==> src/rtl/maf_t3_align_reg.sv <==
// T3 stage of the multi-precision MAF pipeline: aligns the addend mantissa per lane,
// forms effective-subtract/sticky bits and registers everything behind a valid/ready handshake.
module maf_t3_align_reg #(
    parameter int PW = 576,
    parameter int AW = 162,
    parameter int EW = 12
) (
    input  logic          clk,
    input  logic          rstn,
    input  logic          in_valid,
    output logic          in_ready,
    input  logic [2:0]    cont_T2,
    input  logic          S_A_T2,
    input  logic          S_B_T2,
    input  logic          S_C_T2,
    input  logic          S_A_H_T2,
    input  logic          S_B_H_T2,
    input  logic          S_C_H_T2,
    input  logic [EW-1:0] d_T2,
    input  logic [EW-1:0] E_T2,
    input  logic [52:0]   mant_c,
    input  logic [PW-1:0] M_in,
    input  logic          out_ready,
    output logic          out_valid,
    output logic [AW-1:0] c_aligned,
    output logic [1:0]    sticky,
    output logic [1:0]    eff_sub,
    output logic [1:0]    inc_req,
    output logic          mode_err,
    output logic [2:0]    cont_T3,
    output logic [EW-1:0] E_T3,
    output logic [PW-1:0] M_out
);

    localparam int LW = AW / 2;

    // Returns {sticky, window}: mantissa placed at the top of the window and shifted right,
    // with everything that falls below bit 0 ORed into sticky. Shifts >= width empty the window.
    function automatic logic [AW:0] alignFull(input logic [52:0] mant, input logic [EW-1:0] sh);
        logic [2*AW-1:0] ext;
        logic [AW:0]     res;
        if (sh >= EW'(AW)) begin
            res = {|mant, {AW{1'b0}}};
        end else begin
            ext = {mant, {(2*AW-53){1'b0}}} >> sh;
            res = {|ext[AW-1:0], ext[2*AW-1:AW]};
        end
        return res;
    endfunction

    function automatic logic [LW:0] alignLane(input logic [23:0] mant, input logic [EW-1:0] sh);
        logic [2*LW-1:0] ext;
        logic [LW:0]     res;
        if (sh >= EW'(LW)) begin
            res = {|mant, {LW{1'b0}}};
        end else begin
            ext = {mant, {(2*LW-24){1'b0}}} >> sh;
            res = {|ext[LW-1:0], ext[2*LW-1:LW]};
        end
        return res;
    endfunction

    logic [AW:0] fp64Res;
    logic [LW:0] dualHiRes;
    logic [LW:0] dualLoRes;
    logic [LW:0] singleRes;
    logic        effLo;
    logic        effHi;

    assign effLo     = S_A_T2 ^ S_B_T2 ^ S_C_T2;
    assign effHi     = S_A_H_T2 ^ S_B_H_T2 ^ S_C_H_T2;
    assign fp64Res   = alignFull(mant_c, d_T2);
    assign dualHiRes = alignLane(mant_c[47:24], {{(EW-6){1'b0}}, d_T2[11:6]});
    assign dualLoRes = alignLane(mant_c[23:0],  {{(EW-6){1'b0}}, d_T2[5:0]});
    assign singleRes = alignLane(mant_c[23:0], d_T2);

    logic [AW-1:0] c_aligned_d;
    logic [1:0]    sticky_d;
    logic [1:0]    eff_sub_d;
    logic          mode_err_d;

    // Mode select; inversion applies after shifting, sticky is taken from the uninverted value.
    always_comb begin
        c_aligned_d = '0;
        sticky_d    = 2'b00;
        eff_sub_d   = 2'b00;
        mode_err_d  = 1'b0;
        case (cont_T2)
            3'b000: begin
                c_aligned_d = effLo ? ~fp64Res[AW-1:0] : fp64Res[AW-1:0];
                sticky_d    = {1'b0, fp64Res[AW]};
                eff_sub_d   = {1'b0, effLo};
            end
            3'b001: begin
                c_aligned_d[AW-1:LW] = effHi ? ~dualHiRes[LW-1:0] : dualHiRes[LW-1:0];
                c_aligned_d[LW-1:0]  = effLo ? ~dualLoRes[LW-1:0] : dualLoRes[LW-1:0];
                sticky_d             = {dualHiRes[LW], dualLoRes[LW]};
                eff_sub_d            = {effHi, effLo};
            end
            3'b010: begin
                c_aligned_d[LW-1:0] = effLo ? ~singleRes[LW-1:0] : singleRes[LW-1:0];
                sticky_d            = {1'b0, singleRes[LW]};
                eff_sub_d           = {1'b0, effLo};
            end
            default: begin
                mode_err_d = 1'b1;
            end
        endcase
    end

    logic          out_valid_q;
    logic [AW-1:0] c_aligned_q;
    logic [1:0]    sticky_q;
    logic [1:0]    eff_sub_q;
    logic [1:0]    inc_req_q;
    logic          mode_err_q;
    logic [2:0]    cont_q;
    logic [EW-1:0] exp_q;
    logic [PW-1:0] m_q;
    logic          capture;

    assign in_ready = ~out_valid_q | out_ready;
    assign capture  = in_valid & in_ready;

    // Data only moves on capture, so a stalled item holds until the downstream takes it.
    always_ff @(posedge clk or negedge rstn) begin
        if (!rstn) begin
            out_valid_q <= 1'b0;
            c_aligned_q <= '0;
            sticky_q    <= 2'b00;
            eff_sub_q   <= 2'b00;
            inc_req_q   <= 2'b00;
            mode_err_q  <= 1'b0;
            cont_q      <= 3'b000;
            exp_q       <= '0;
            m_q         <= '0;
        end else begin
            if (capture) begin
                out_valid_q <= 1'b1;
                c_aligned_q <= c_aligned_d;
                sticky_q    <= sticky_d;
                eff_sub_q   <= eff_sub_d;
                inc_req_q   <= eff_sub_d & ~sticky_d;
                mode_err_q  <= mode_err_d;
                cont_q      <= cont_T2;
                exp_q       <= E_T2;
                m_q         <= M_in;
            end else if (out_ready) begin
                out_valid_q <= 1'b0;
            end
        end
    end

    assign out_valid = out_valid_q;
    assign c_aligned = c_aligned_q;
    assign sticky    = sticky_q;
    assign eff_sub   = eff_sub_q;
    assign inc_req   = inc_req_q;
    assign mode_err  = mode_err_q;
    assign cont_T3   = cont_q;
    assign E_T3      = exp_q;
    assign M_out     = m_q;

endmodule

==> config.mk <==
export PLATFORM = sky130hd
export DESIGN_NAME = maf_t3_align_reg
export DESIGN_NICKNAME = d
export VERILOG_FILES = /design/src/rtl/maf_t3_align_reg.sv
export SDC_FILE = /design/constraint.sdc
export NUM_CORES = 2
export LEC_CHECK = 0
export BUFFER_PORTS_ARGS = -buffer_cell sky130_fd_sc_hd__buf_2
export CAP_MARGIN = 10
export CORE_AREA = 2 2 557 559
export DETAILED_ROUTE_END_ITERATION = 7
export DIE_AREA = 0 0 559 561
export HOLD_SLACK_MARGIN = 0.12
export SYNTH_ARGS = -nofsm -noshare
export SYNTH_HDL_FRONTEND = slang
export SYNTH_SLANG_ARGS = --single-unit
==> constraint.sdc <==
create_clock -name clk -period 5 [get_ports clk]
set_input_delay 0.25 -clock clk [delete_from_list [all_inputs] [get_ports clk]]
set_output_delay 0.25 -clock clk [all_outputs]
set_load 0.1 [all_outputs]
# After elaboration in Yosys (flattened, before gate mapping)
# Index checks and enable logic that the tools add are counted.
# Widths: inputs -> output; s select.
word_totals:
  wordCells: 53
  ff_bits: 761
  input_bits: 666
  out_inout_bits: 762
classes:
  shifts: 4
  reduce_logical: 10
  mux: 13
  eq_ne: 2
  n_bitwise: 13
  magnitude_cmp: 2
op_table:
  columns: ["op", "n"]
  rows:
  - ["$shr 162x6->162", 2]
  - ["$shr 324x12->324", 1]
  - ["$mux 81", 3]
  - ["$not 81->81", 3]
  - ["$pmux 81 s3", 1]
  - ["$reduce_or 81->1", 3]
  - ["$mux 163", 1]
  - ["$mux 162", 1]
  - ["$not 162->162", 1]
  - ["$pmux 81 s2", 1]
  - ["$reduce_or 162->1", 1]
  - ["$shr 162x12->162", 1]
  - ["$mux 82", 1]
  - ["$reduce_or 53->1", 1]
  - ["$reduce_or 24->1", 1]
  - ["$ge 12x7->1 const B", 1]
  - ["$ge 12x8->1 const B", 1]
  - ["$pmux 2 s3", 1]
  - ["$pmux 2 s2", 1]
  - ["$xor 1x1->1", 4]
  - ["$eq 3x1->1 const B", 1]
  - ["$eq 3x2->1 const B", 1]
  - ["$logic_not 3->1", 1]
  - ["$mux 1", 3]
  - ["8 further kinds", 8]

# Logic depth before layout (Yosys ltp)
depth:
  ltp_word: 6
  mapped_depth: 17
  mapped_depth_nobuf: 11

# Worst setup path after synthesis
# No wires, ideal clock.
synth_path:
  path_type: "input port to flip-flop"
  startpoint: "input port d_T2[0]"
  endpoint: "register inc_req_q[0] (netlist: inc_req[0])"
  required_ns: 4.931
  arrival_time_ns: 3.516
  path_slack_ns: 1.416
  path_stages: 12
  setup_ns: 0.069
  path_buffers: 3
  path_cell_list: "buf_2 -> buf_4 -> buf_1 -> mux4_2 -> and2_1 -> a222oi_1 -> nand3_1 -> o31ai_1 -> a31oi_1 -> o311a_1 -> nor4_2 -> a22o_1"
synth_via:
  elab_chain_cells: 6
  word_cells_on_any_way: 13
  classes_between: "order compare (2); shift (3); mux (3); bitwise (2); reduce/logical (3)"
synth_lines:
  columns: ["item", "line", "rtl"]
  rows:
  - ["from (decl)", "19", "input logic [EW-1:0] d_T2,"]
  - ["$shr 324x12->324 / $shr 162x12->162 (equally long branches)", "45, 57", null]
  - ["$reduce_or 162->1 / $reduce_or 81->1 (equally long branches)", "46, 58", null]
  - ["$mux 163 / $mux 82 (equally long branches)", "42, 54", null]
  - ["$pmux 2 s3 (*)", "88", "case (cont_T2)"]
  - ["$not 2->2 (*)", "143", "inc_req_q <= eff_sub_d & ~sticky_d;"]
  - ["$and 2x2->2 (*)", "143", null]
  - ["to (signal assigned)", "143", null]
  - ["to (decl)", "115", "logic [1:0] inc_req_q;"]
# Mark *: on every way between the ends. The rest lies on a longest branch, timed or not.
# A chain may end at the register's enable or synchronous reset.

# Final worst setup path
layout_path:
  startpoint: "input port d_T2[0]"
  endpoint: "register c_aligned_q[53] (netlist: c_aligned[53])"
layout_via:
  elab_chain_cells: 5
  word_cells_on_any_way: 14
  classes_between: "order compare (2); shift (3); mux (6); bitwise (3)"
layout_lines:
  columns: ["item", "line", "rtl"]
  rows:
  - ["$shr 324x12->324, or another cell as far along", "45", "ext = {mant, {(2*AW-53){1'b0}}} >> sh;"]
  - ["$mux 163 / $mux 82 (equally long branches)", "42, 54", null]
  - ["$not 162->162 / $not 81->81 (equally long branches)", "90, 101", null]
  - ["$mux 162 / $mux 81 (equally long branches)", "90, 101", null]
  - ["$pmux 81 s3 (*)", "88", null]
  - ["to (signal assigned)", "140", "c_aligned_q <= c_aligned_d;"]
  - ["to (decl)", "112", "logic [AW-1:0] c_aligned_q;"]
# Marked as above.

==> summary.txt <==
Result of the run: finished, final reports clean
CP Capture Type: flip-flop
Worst-Skew Late Latency: 0.83 ns
Count of vias placed by the detailed router: 58010
Pre-CTS setup slack: 0.3067 ns
Path category of the worst min-delay check: input pin to flip-flop
Total power density per cell area: 391.7 nW/um2
Std-Cell Rows: 204
Number of pins exceeding their max-slew limit in the final report: 0
Commonest non-fill, non-tap cell in the layout: nand2_1
Die area: 313600 um2
Remaining number of nets flagged by the antenna check after routing: 0
Peak Freq: 242.8 MHz
WP data required: 5.66 ns
Setup repair after global routing missed its margin: no
Logic pwr share: 0.466
Internal Pwr Total: 14010 uW
Total of cells resized after clock tree synthesis: 0
Detail Placement HPWL: 315900 um
Worst Tran Pin Value: 1.130 ns
Setup violation total in the final timing report: 0
Largest net degree at the start of global routing: 169
Number of enable flip-flop cells after synthesis: 0
FF-to-FF path depth: 4
Post-layout min period: 4.118 ns
Sw power: 14290 uW
Final WS setup: 0.8816 ns
Clock tree sinks: 761
Hold Path Stages: 3
Type of the setup path with the least slack: input pin to flip-flop
Sequential Power Share: 0.263
Synthesis Warnings: 0
Count of mapped cells out of synthesis: 5665
Routed wire length: 393300 um
Number of register bits inferred by synthesis: 761
Multi-input logic area: 24450 um2
Number of antenna violations at the first check in global routing: 96
Setup clock skew after layout: 0.09320 ns
Count of max-cap constraint violations: 0
Clock tree buffer depth: 4
Number of buffers inserted during clock tree synthesis: 101
H-tree depth: 3
Number of endpoints with negative hold slack in the final report: 0
Post-synth design cell area: 45290 um2
Nets@finish: 8795
Clk pin slew, worst setup/hold paths: 0.06 ns
Via count of the first global-routing pass: 54940
Net switching fraction of the power: 0.5050
Top-Level Pins: 1428
Post-Route Hold Slack: 0.05272 ns
Fill cell count: 33740
Reg-to-reg setup timing slack: 2.23 ns
Worst slew margin: 0.2424
Number of search-and-repair iterations in the first detailed-routing pass: 6
Clock network power share: 0.271
Syn Nets: 6331
Input/output buffers: 1427
GP Congestion: 1.044
Fraction of final layout cells with drive strength greater than 1: 0.2974
Main flop type after synthesis: dfrtp_1
Share of synthesized area occupied by flip-flops and latches: 0.4205
Synthesis-to-layout area growth: 59.52%
Clock tree from TritonCTS: yes
Commonest non-fill, non-tap cells in the layout: nand2_1, buf_2, dfrtp_1
Vertical die dimension: 561 um
Flip-flop and latch area: 19040 um2
Wire per inst: 31.72 um
Area of the core region: 307600 um2
IR Drop Worst-Case VDD: 0.3832 mV
Largest fanout on the critical path: 56
First-pass GRT wire length: 513800 um
First DRT Iteration DRCs: 8285
CP Launch Type: input pin
Mean number of vias per cell: 4.679
Initial standard-cell utilization of the core: 0.1473
Die X: 559 um
Final global-route overflow total: 0
Library cell used as clock root buffer: clkbuf_16
DRC violations left: 0
Post-synth cell types: 88
CP arrival: 4.78 ns
Global routing usage summed across all routing layers: 0.2391
Leakage dissipation: 0.03413 uW
Synthesized area divided by synthesized cell count: 7.995 um2
FFs w/ async S/R, synth: 1.000
Total Negative Setup Slacks: 0 ns
Final clock period utilization by the worst path: 0.8237
synth_stat cells, drive strengths merged (17+ instances only):
cell type	count	area, um2
buf	95	469.2
a22o	58	508.0
o21ai	238	1191
a211oi	50	380.4
o22ai	115	719.4
o221ai	24	210.2
o211ai	53	397.9
a22oi	80	600.6
clkbuf	365	1371
nand2	2107	7909
xor2	20	175.2
nand3	59	295.3
mux4	64	1471
nor3	55	275.3
o22a	29	254.0
nor4	24	156.4
a221oi	92	805.8
mux2	58	653.1
a31oi	22	137.6
dfrtp	761	19040
nand2b	29	181.4
o32ai	17	148.9
mux2i	101	1011
xnor2	238	2085
a32oi	28	252.8
and2	34	212.7
a21oi	163	815.8
or3	18	112.6
nor2	433	1625
metrics by stage:
stage / cells / area [um2] / total power [uW] / utilization
after detailed placement: 11430 / 61460 / 19940 / 0.1998
final: 12400 / 72250 / 28300 / 0.2349
after global routing: 12370 / 72170 / 29020 / 0.2346
after CTS: 12330 / 72070 / 28270 / 0.2343
after global placement: 11430 / 61460 / 19960 / 0.1998
after floorplan: 5665 / 45290 / 15650 / -
layout make-up:
class | count | area share
sequential | 761 | 0.2636
timing repair buffer | 2821 | 0.2761
antenna | 70 | 0.002425
clock buffer | 136 | 0.03971
inverter | 20 | 0.001039
clock inverter | 47 | 0.007395
tap | 4120 | 0.07135
multi-input combinational | 4424 | 0.3384
worst max-delay path: stages:
cell and delay, ns:
buf_4 0.34, buf_12 0.32, mux2i_1 0.56, nor3_1 0.29, or2_2 0.37, a22oi_1 0.36
o22ai_1 0.23, a21oi_1 0.75, buf_4 0.23, nor2_1 0.04, xnor2_1 0.14, buf_4 0.16
a211oi_1 0.42, buf_4 0.20, o21ai_0 0.07
power by group through the flow:
stage          sequential (uW)  combinational, uW  clock [uW]
2_1_floorplan            13200               2480           0
3_3_place_gp              7490              12500           0
3_5_place_dp              7500              12400           0
4_1_cts                   7410              13000        7850
5_1_grt                   7520              13400        8070
6_report                  7440              13200        7680
sequential cells by signal, indices dropped and copies added (netlist names):
signal and cells:
M_out 576, c_aligned 162, E_T3 12, cont_T3 3
eff_sub 2, inc_req 2, sticky 2, mode_err 1
out_valid 1
what timing repair did:
| action | 4_1_cts | 5_1_grt |
|---|---|---|
| hold endpoints to repair | 813 | 0 |
| hold buffers | 719 | 0 |
| endpoints found under the setup margin | 0 | 0 |
| buffers inserted | 0 | 0 |
layer usage:
| metal | global-route usage | vias up | wire [um] | share of wire |
|---|---|---|---|---|
| li1 | - | 24390 | - | - |
| met1 | 0.2965 | 28800 | 153900 | 0.39 |
| met2 | 0.3562 | 3974 | 166900 | 0.42 |
| met3 | 0.06726 | 833 | 39480 | 0.10 |
| met4 | 0.1670 | 14 | 32900 | 0.084 |
| met5 | 0.003313 | - | 232 | 0.00059 |
logic make-up after synthesis:
family	synth area share
DFF	0.4205
buffers and inverters	0.04230
AOI/OAI and AO/OA	0.1659
xor gates and xnor gates	0.04989
muxes	0.06923
and+or+nand+nor	0.2522
final timing paths:
check                           from            end
max                          d_T2[0]  c_aligned[53]
min                        M_in[553]     M_out[553]
max reg2reg                out_valid  c_aligned[43]
min reg2reg                 M_out[9]       M_out[9]
max in group asynchronous       rstn     M_out[433]
min in group asynchronous       rstn  c_aligned[69]
Note: power is estimated with default switching activity, not from simulation.
